<file path="config.mk">
export PLATFORM = sky130hd
export DESIGN_NAME = rand_index_sampler
export DESIGN_NICKNAME = d
export VERILOG_FILES = /design/src/rtl/rand_index_sampler.sv
export SDC_FILE = /design/constraint.sdc
export NUM_CORES = 1
export LEC_CHECK = 0
export BUFFER_PORTS_ARGS = -buffer_cell sky130_fd_sc_hd__buf_4
export CAP_MARGIN = 10
export CELL_PAD_IN_SITES_DETAIL_PLACEMENT = 1
export CELL_PAD_IN_SITES_GLOBAL_PLACEMENT = 1
export CORE_ASPECT_RATIO = 0.7
export CORE_MARGIN = 2
export CORE_UTILIZATION = 40
export CTS_CLUSTER_SIZE = 20
export DETAILED_ROUTE_END_ITERATION = 10
export PLACE_DENSITY = 0.71
export SLEW_MARGIN = 20
export SYNTH_ARGS = -nofsm -noshare
export SYNTH_HDL_FRONTEND = slang
export SYNTH_SLANG_ARGS = --single-unit
</file>
<file path="constraint.sdc">
create_clock -name clk -period 3.7 [get_ports clk]
set_input_delay 0.185 -clock clk [delete_from_list [all_inputs] [get_ports clk]]
set_output_delay 0.185 -clock clk [all_outputs]
set_load 0.005 [all_outputs]
</file>
<file path="src/rtl/rand_index_sampler.sv">
// rand_index_sampler: pulls raw LFSR words and turns them into K distinct
// indices in [0, limit). Low bits of each word form a candidate. A candidate
// is rejected if it is out of range or equals an index already emitted in the
// current request.
module rand_index_sampler #(
   parameter int S_WIDTH   = 8,
   parameter int IND_WIDTH = 6,
   parameter int K_MAX     = 4,
   parameter int K_WIDTH   = 3
) (
   input  logic                 clk,
   input  logic                 rst,
   input  logic                 start_i,
   input  logic [IND_WIDTH:0]   limit_i,
   input  logic [K_WIDTH-1:0]   k_i,
   input  logic                 rnd_valid_i,
   input  logic [S_WIDTH-1:0]   rnd_data_i,
   output logic                 rnd_ready_o,
   output logic                 idx_valid_o,
   output logic [IND_WIDTH-1:0] idx_o,
   output logic                 idx_last_o,
   input  logic                 idx_ready_i,
   output logic                 busy_o,
   output logic                 err_o,
   output logic [7:0]           rej_cnt_o
);

   typedef enum logic [1:0] {IDLE, DRAW, EMIT} state_t;

   localparam logic [IND_WIDTH:0] LIMIT_MAX = (IND_WIDTH+1)'(1) << IND_WIDTH;

   state_t               state_q, state_d;
   logic [IND_WIDTH:0]   limit_q, limit_d;
   logic [K_WIDTH-1:0]   k_q, k_d;
   logic [K_WIDTH-1:0]   cnt_q, cnt_d;
   logic [IND_WIDTH-1:0] hist_q [K_MAX];
   logic [IND_WIDTH-1:0] hist_d [K_MAX];
   logic [IND_WIDTH-1:0] idx_q, idx_d;
   logic                 idx_last_q, idx_last_d;
   logic                 err_q, err_d;
   logic [7:0]           rej_cnt_q, rej_cnt_d;

   logic [IND_WIDTH-1:0] cand;
   logic                 in_range;
   logic                 dup;
   logic                 accept;
   logic                 req_legal;
   logic                 unused_hi_bits;

   // Saturating increment for the rejection counter.
   function automatic logic [7:0] sat_inc(input logic [7:0] v);
      return (v == 8'hFF) ? v : v + 8'd1;
   endfunction

   assign unused_hi_bits = ^rnd_data_i[S_WIDTH-1:IND_WIDTH];

   // Candidate qualification: range check plus compare against every stored index.
   always_comb begin
      cand     = rnd_data_i[IND_WIDTH-1:0];
      in_range = ({1'b0, cand} < limit_q);
      dup      = 1'b0;
      for (int j = 0; j < K_MAX; j++) begin
         if ((K_WIDTH'(j) < cnt_q) && (hist_q[j] == cand)) dup = 1'b1;
      end
      accept    = (state_q == DRAW) && rnd_valid_i && in_range && !dup;
      req_legal = (limit_i != '0) && (limit_i <= LIMIT_MAX) && (k_i != '0) &&
                  (int'(k_i) <= K_MAX) && (int'(k_i) <= int'(limit_i));
   end

   // Next-state logic.
   always_comb begin
      state_d = state_q;
      case (state_q)
         IDLE:    if (start_i && req_legal) state_d = DRAW;
         DRAW:    if (accept) state_d = EMIT;
         EMIT:    if (idx_ready_i) state_d = idx_last_q ? IDLE : DRAW;
         default: state_d = IDLE;
      endcase
   end

   // Handshake and status outputs depend on registered state only.
   always_comb begin
      rnd_ready_o = (state_q == DRAW);
      idx_valid_o = (state_q == EMIT);
      busy_o      = (state_q != IDLE);
   end

   // Datapath updates: request latch, history write, counters.
   always_comb begin
      limit_d    = limit_q;
      k_d        = k_q;
      cnt_d      = cnt_q;
      hist_d     = hist_q;
      idx_d      = idx_q;
      idx_last_d = idx_last_q;
      err_d      = 1'b0;
      rej_cnt_d  = rej_cnt_q;
      case (state_q)
         IDLE: begin
            if (start_i) begin
               limit_d   = limit_i;
               k_d       = k_i;
               cnt_d     = '0;
               rej_cnt_d = '0;
               err_d     = !req_legal;
            end
         end
         DRAW: begin
            if (accept) begin
               idx_d      = cand;
               idx_last_d = (cnt_q == k_q - K_WIDTH'(1));
               for (int j = 0; j < K_MAX; j++) begin
                  if (K_WIDTH'(j) == cnt_q) hist_d[j] = cand;
               end
            end else if (rnd_valid_i) begin
               rej_cnt_d = sat_inc(rej_cnt_q);
            end
         end
         EMIT: begin
            if (idx_ready_i) cnt_d = cnt_q + K_WIDTH'(1);
         end
         default: ;
      endcase
   end

   // State and datapath registers; reset clears everything.
   always_ff @(posedge clk) begin
      if (rst) begin
         state_q    <= IDLE;
         limit_q    <= '0;
         k_q        <= '0;
         cnt_q      <= '0;
         idx_q      <= '0;
         idx_last_q <= 1'b0;
         err_q      <= 1'b0;
         rej_cnt_q  <= '0;
         for (int j = 0; j < K_MAX; j++) hist_q[j] <= '0;
      end else begin
         state_q    <= state_d;
         limit_q    <= limit_d;
         k_q        <= k_d;
         cnt_q      <= cnt_d;
         idx_q      <= idx_d;
         idx_last_q <= idx_last_d;
         err_q      <= err_d;
         rej_cnt_q  <= rej_cnt_d;
         hist_q     <= hist_d;
      end
   end

   assign idx_o      = idx_q;
   assign idx_last_o = idx_last_q;
   assign err_o      = err_q;
   assign rej_cnt_o  = rej_cnt_q;

endmodule
</file>
-- Word level (Yosys, flattened, before mapping)
Index checks and enable logic that the tools add are counted.
- input bits: 23
- register bits after elaboration: 55
- memory bits (read-only): 0
- latch bits: 0
- RAM bits: 0
- memories kept: 0
- order comparisons: 8
- divide/modulo/power cells: 0
- multipliers: 0
- shift-type cells: 0
- reduce and logical (&&, ||, !) cells: 31
- mux-type cells: 17
- eq/ne operators: 18
- bitwise gates (word level): 2
- add/subtract/negate cells: 3
- operators with widths (operator ; count):
    8-bit two-way mux ; 4
    6-bit == test ; 4
    3-bit AND reduction ; 6
    8-bit case mux with 2 select lines ; 1
    1-bit logical AND ; 12
    2-bit != test (second input constant) ; 5
    8-bit by 1-bit adder with 8-bit output (second input constant) ; 1
    8-bit == test (second input constant) ; 1
    3-bit by 7-bit less-or-equal comparator with 1-bit output ; 1
    7-bit less-or-equal comparator (second input constant) ; 1
    6-bit by 7-bit less-than comparator with 1-bit output ; 1
    7-bit nonzero test ; 1
    2-bit by 3-bit == test with 1-bit output (first input constant) ; 2
    1-bit by 3-bit less-than comparator with 1-bit output (first input constant) ; 2
    2-bit by 3-bit less-than comparator with 1-bit output (first input constant) ; 2
    2-bit two-way mux ; 3
    3-bit two-way mux ; 2
    2-bit case mux with 3 select lines ; 1
    3-bit case mux with 2 select lines ; 1
    2-bit nonzero test ; 3
    1-bit two-way mux ; 5
    5-bit AND reduction ; 1
    2-bit by 1-bit != test with 1-bit output (second input constant) ; 2
    2-bit AND reduction ; 2
    13 further kinds ; 15

-- Depth between registers and ports, before layout
- depth after elaboration: 10
- gate-level depth with buffers: 10
- mapped depth without buffers: 9

-- Worst setup path before layout
No wires, ideal clock.
- path type: register -> register
- start: register limit_q[1]
- end: register hist_q[19] (netlist name)
- data required time: 3.572 ns
- stages on the path, launching flop included: 9
- slack: 1.311 ns
- library setup time: 0.128 ns
- clock period less this slack: 2.389 ns
- arrival time: 2.261 ns
- cell sequence: dfxtp_1 -> inv_1 -> ha_1 -> a211o_1 -> a2111oi_4 -> nand4_4 -> nor4b_4 -> mux2i_1 -> nor2_1
- word-level cells in the longest chain between the ends: 4
- ends and longest elaborated chain (item ; line ; RTL):
    from (decl) ; 33 ; logic [IND_WIDTH:0] limit_q, limit_d;
    from (signal assigned) ; 140 ; limit_q <= limit_d;
    6-bit by 7-bit less-than comparator with 1-bit output ; 60 ; in_range = ({1'b0, cand} < limit_q);
    1-bit logical AND (2 in a row) ; 65 ; accept = (state_q == DRAW) && rnd_valid_i && in_range && !dup;
    3-bit AND reduction (no source line) ; -- ;
    to (signal assigned) ; 147 ; hist_q <= hist_d;
    to (decl) ; 36 ; logic [IND_WIDTH-1:0] hist_q [K_MAX];
Every way passes these cells.
A chain may end at the register's enable or synchronous reset.

-- Worst setup path after layout
- start: register cnt_q[2]
- end: register rej_cnt_q[7], in the netlist rej_cnt_o[7]
- word-level cells in the longest chain between the ends: 10
- elaborated cells between the ends (all ways): 16
- classes of those cells: order compare (4); eq/ne (1); mux (4); reduce/logical (7)
- ends and longest elaborated chain (item ; line ; RTL):
    from (decl) ; 35 ; logic [K_WIDTH-1:0] cnt_q, cnt_d;
    from (signal assigned) ; 142 ; cnt_q <= cnt_d;
    1-bit by 3-bit less-than comparator with 1-bit output ; 63 ; if ((K_WIDTH'(j) < cnt_q) && (hist_q[j] == cand)) dup = 1'b1;
    1-bit logical AND ; 63 ;
    1-bit two-way mux (3 in a row) ; 63 ;
    1-bit two-way mux (*) ; 63 ;
    1-bit zero test (*) ; 65 ;
    1-bit logical AND (*) ; 65 ;
    2-bit != test (no source line) (*) ; -- ;
    5-bit AND reduction (no source line) (*) ; -- ;
    to (signal assigned) ; 146 ; rej_cnt_q <= rej_cnt_d;
    to (decl) ; 41 ; logic [7:0] rej_cnt_q, rej_cnt_d;
Every way passes the cells marked *; elsewhere a longest branch is shown, timed or not.

==> run summary <==
The run finished with clean final reports. The worst setup path is launched from a register. The run gives 53 as the largest net degree at the start of global routing.

Once routing completed, OpenROAD measured the worst setup slack at 0.950 ns. Setup repair after global routing left no endpoint under its margin. The worst pin sits at a relative slew slack of 59.4%. The number of setup buffers added after CTS is 0.

The residual overflow from global routing came out at 0. The floorplan has 26 rows. The count of nets left with antenna violations once routing finished came out at 0. The share of flip-flops with an asynchronous set or reset came out at 0%.

For the worst slack at placement, the log shows 0.944 ns. In the final timing run, aggregate negative setup slack is 0 ns. In this run, synthesis produced a sequential element count of 55. Measured along the x axis, the die boundary spans 107 um. The combined global-route utilization of all metal layers came out at 17.7%.

The filler cells instantiated in the layout total 877. The clock network latency to the later pin of the worst-skew pair is 0.31 ns. In this run the worst path has a maximum fanout of 18. Placer congestion estimate: 0.747. The worst register-to-register path has a setup slack of 0.95 ns. The multi-input combinational cells in the finished layout cover a total of 1710 sq um.

The logs give 8190 sq um for the area of the die and 2 for the total number of H-tree levels. The path with the worst hold slack has its endpoint at limit_q[2]. Before antenna repair, the detailed router went through 4 iterations. For this run, design rule violations remaining after detail routing come to 0. The clock passes through at most 2 buffers. Path type of the worst min-delay path: primary input to register. Dividing the detail-routed via count by the number of cells gives 5.11. The tools report the reg-to-reg critical path startpoint as cnt_q[2]. The overall power consumption is 1.09 mW. In the final design database the tool counted 392 nets. The tools report the number of standard cells in the final layout excluding fillers as 455.

The net switching share of the total power is 26.6%. For the global-route wire length before repair, the log shows 11,600 um. The worst setup path is captured at a register. The total of warnings raised by yosys was 0; the number of endpoints failing setup at the final stage was 0. Data on the critical path is required at its endpoint by 3.92 ns. The initial utilization of the core area, before any placement, comes to 41.2%. Share of final-layout standard cells stronger than drive strength 1: 17.6%.

The tools report the core outline area as 7250 sq um. The run gives 2,346 as the number of global-route vias before repair. The logs give 0 for the hold violation count in the final report and 14.0% for the fraction of power consumed by combinational cells. The logs give 0 for the number of cells upsized or downsized after cts and 94 for the violation count after the first detailed-route iteration. The total power divided by cell area is 322 nW/um^2. Sequential cells burn 56.1% of the power. Derived from the worst setup path, the maximum achievable clock frequency is 364 MHz.

The clock period could shrink to 2.75 ns. The clock drives 55 sinks. The largest clock skew in the final design was 0.00605 ns; the synthesized net count was 362. For this design the top-level I/O count stands at 42. The half-perimeter wire length after detailed placement was 4850 um; the initial antenna violation count was 0.

The number of cells on the worst reg-to-reg path came out at 7. The endpoint identified for the worst register-to-register timing path is rej_cnt_o[7]. The internal power component was 801 uW. Count of final max-slew check failures: 0. The most frequently used flop master after synthesis was sky130_fd_sc_hd__dfxtp_1. The sequential cells in the finished layout cover a total of 1100 sq um. Summing over every cut layer, the via total after detailed routing is 2,324.

The run gives 36.8% as the sequential element share of the synthesized area. Summing all non-filler instances in the final layout gives an area of 3380 sq um. The tree is rooted in a sky130_fd_sc_hd__clkbuf_8. The worst hold path begins at limit_i[2]. The number of flops mapped to enable cells by yosys came out at 0.

In this run, distinct cell masters in the synthesized netlist total 49. Data on the critical path arrives at its endpoint at 2.97 ns. The switching power total is 290 uW, and the number of buffers inserted by port buffering is 39.

The area growth from synthesis to layout is 13.2%. The worst hold path passes through 3 cells. Type of the worst setup path: register to register. The placed instances occupy a cell area of 3300 sq um. The tools report the worst IR drop on VDD as 0.000161 V. The mapped netlist covers 2990 sq um. The floorplan step set the die height to 76.3 um. Hold is met by 0.132 ns.

In this run the mean area of a mapped cell was 9.17 sq um. Per report_power, the clock group accounts for 29.9% of the total. In this run the static leakage power is 1.28 nW. For the pin with the worst max-slew slack, the measured transition is 0.606 ns.

For the antenna cell count, the log shows 0. TritonCTS built the clock tree. After clock tree synthesis, the clock-pin slew on the worst setup and hold paths is 0.10 ns. The number of hold buffers added after CTS was 0. The average wire per standard cell came out at 14.9 um.

The final core utilization came out at 46.7%. After technology mapping, the gate count stands at 326. The tools report the max-capacitance violation count as 0. For the clock buffer count from CTS, the log shows 5.

The post-route fraction of the period consumed by the critical path was 74.3%. The number of placed instances, taps included was 447; the total wire length was 6780 um.
[placed cells by master, fill, tap and decap left out, types with 5 or more instances in the layout]
cell / n
sky130_fd_sc_hd__a21oi_1: 20
sky130_fd_sc_hd__nor2_1: 45
sky130_fd_sc_hd__mux2i_1: 30
sky130_fd_sc_hd__nand3_1: 5
sky130_fd_sc_hd__xnor2_1: 14
sky130_fd_sc_hd__inv_1: 16
sky130_fd_sc_hd__xor2_1: 16
sky130_fd_sc_hd__ha_1: 13
sky130_fd_sc_hd__buf_4: 41
sky130_fd_sc_hd__dfxtp_1: 55
sky130_fd_sc_hd__clkbuf_8: 5
sky130_fd_sc_hd__nand4_1: 5
sky130_fd_sc_hd__nand2_1: 32
[final cells by class]
| cell class | instances | share of cell area (%) |
|---|---|---|
| multi-input combinational | 236 | 50.5 |
| sequential | 55 | 32.5 |
| timing repair buffer | 41 | 9.09 |
| tap | 98 | 3.62 |
| clock buffer | 7 | 2.26 |
| inverter | 17 | 1.89 |
| clock inverter | 1 | 0.148 |
[power by group through the flow]
| stage | Combinational, mW | Clock, mW | Sequential [mW] |
|---|---|---|---|
| after floorplan | 0.105 | 0 | 0.624 |
| after global placement | 0.149 | 0 | 0.626 |
| after detailed placement | 0.153 | 0 | 0.626 |
| after CTS | 0.154 | 0.340 | 0.612 |
| after global routing | 0.173 | 0.363 | 0.614 |
| final | 0.153 | 0.326 | 0.612 |
[state kept, by name, summed over array words and instances (netlist names)]
signal,cells
hist_q,24
rej_cnt_o,8
limit_q,7
idx_o,6
cnt_q,3
k_q,3
state_q,2
err_o,1
idx_last_o,1
[synthesized netlist by cell type (3+ instances only)]
library cell / instances / area [sq um]
sky130_fd_sc_hd__a21oi_1: 20 / 100
sky130_fd_sc_hd__mux2i_1: 30 / 300
sky130_fd_sc_hd__xor2_1: 16 / 140
sky130_fd_sc_hd__buf_6: 6 / 67.6
sky130_fd_sc_hd__o21ai_0: 4 / 20.0
sky130_fd_sc_hd__and3_1: 4 / 25.0
sky130_fd_sc_hd__nor2b_1: 3 / 18.8
sky130_fd_sc_hd__dfxtp_1: 55 / 1100
sky130_fd_sc_hd__nand2_1: 32 / 120
sky130_fd_sc_hd__xnor2_1: 14 / 123
sky130_fd_sc_hd__nor4b_4: 3 / 71.3
sky130_fd_sc_hd__nor3_1: 4 / 20.0
sky130_fd_sc_hd__nand4_1: 5 / 31.3
sky130_fd_sc_hd__buf_2: 3 / 15.0
sky130_fd_sc_hd__inv_1: 16 / 60.1
sky130_fd_sc_hd__ha_1: 13 / 163
sky130_fd_sc_hd__o311ai_0: 4 / 35.0
sky130_fd_sc_hd__nand3_1: 5 / 25.0
sky130_fd_sc_hd__nor2_1: 45 / 169
sky130_fd_sc_hd__clkbuf_1: 9 / 33.8
[cell families after synthesis]
kind of cell | Yosys count | synth area share [%]
AO/OA/AOI/OAI | 44 | 10.8
XOR/XNOR | 30 | 8.79
adder cells (fa/ha/maj) | 13 | 5.44
buffers and inverters | 35 | 6.03
flip-flops | 55 | 36.8
multiplexers | 30 | 10.0
AND/OR/NAND/NOR | 119 | 22.1
[worst max-delay path by stage]
| stage | startpoint | end | slack, ns | cells after the start |
|---|---|---|---|---|
| CTS | cnt_q[2] | rej_cnt_o[7] | 0.90 | 7 |
| detailed placement | cnt_q[2] | rej_cnt_o[7] | 0.94 | 7 |
| global route | cnt_q[2] | rej_cnt_o[6] | 0.76 | 7 |
| finish | cnt_q[2] | rej_cnt_o[7] | 0.95 | 7 |
| global placement | cnt_q[2] | rej_cnt_o[6] | 0.97 | 7 |
| floorplan | limit_q[1] | hist_q[19] | 1.31 | 8 |
[critical path, cell delays in order, from the launching register on]
cell and delay (ns):
sky130_fd_sc_hd__dfxtp_1 0.66, sky130_fd_sc_hd__nor2_1 0.16, sky130_fd_sc_hd__a2111oi_0 0.44, sky130_fd_sc_hd__nand4_1 0.20, sky130_fd_sc_hd__nand4_4 0.24, sky130_fd_sc_hd__nor2_4 0.16
sky130_fd_sc_hd__or4_4 0.59, sky130_fd_sc_hd__o41ai_2 0.21
[layer usage]
metal	vias to the layer above	part of all wire, %	GRT usage [%]
met3	5	4.0	3.76
met5	-	0	0
li1	1176	-	-
met1	1107	50	24.4
met4	0	0.80	3.90
met2	36	45	28.5
Power figures use the tool's default switching activity.
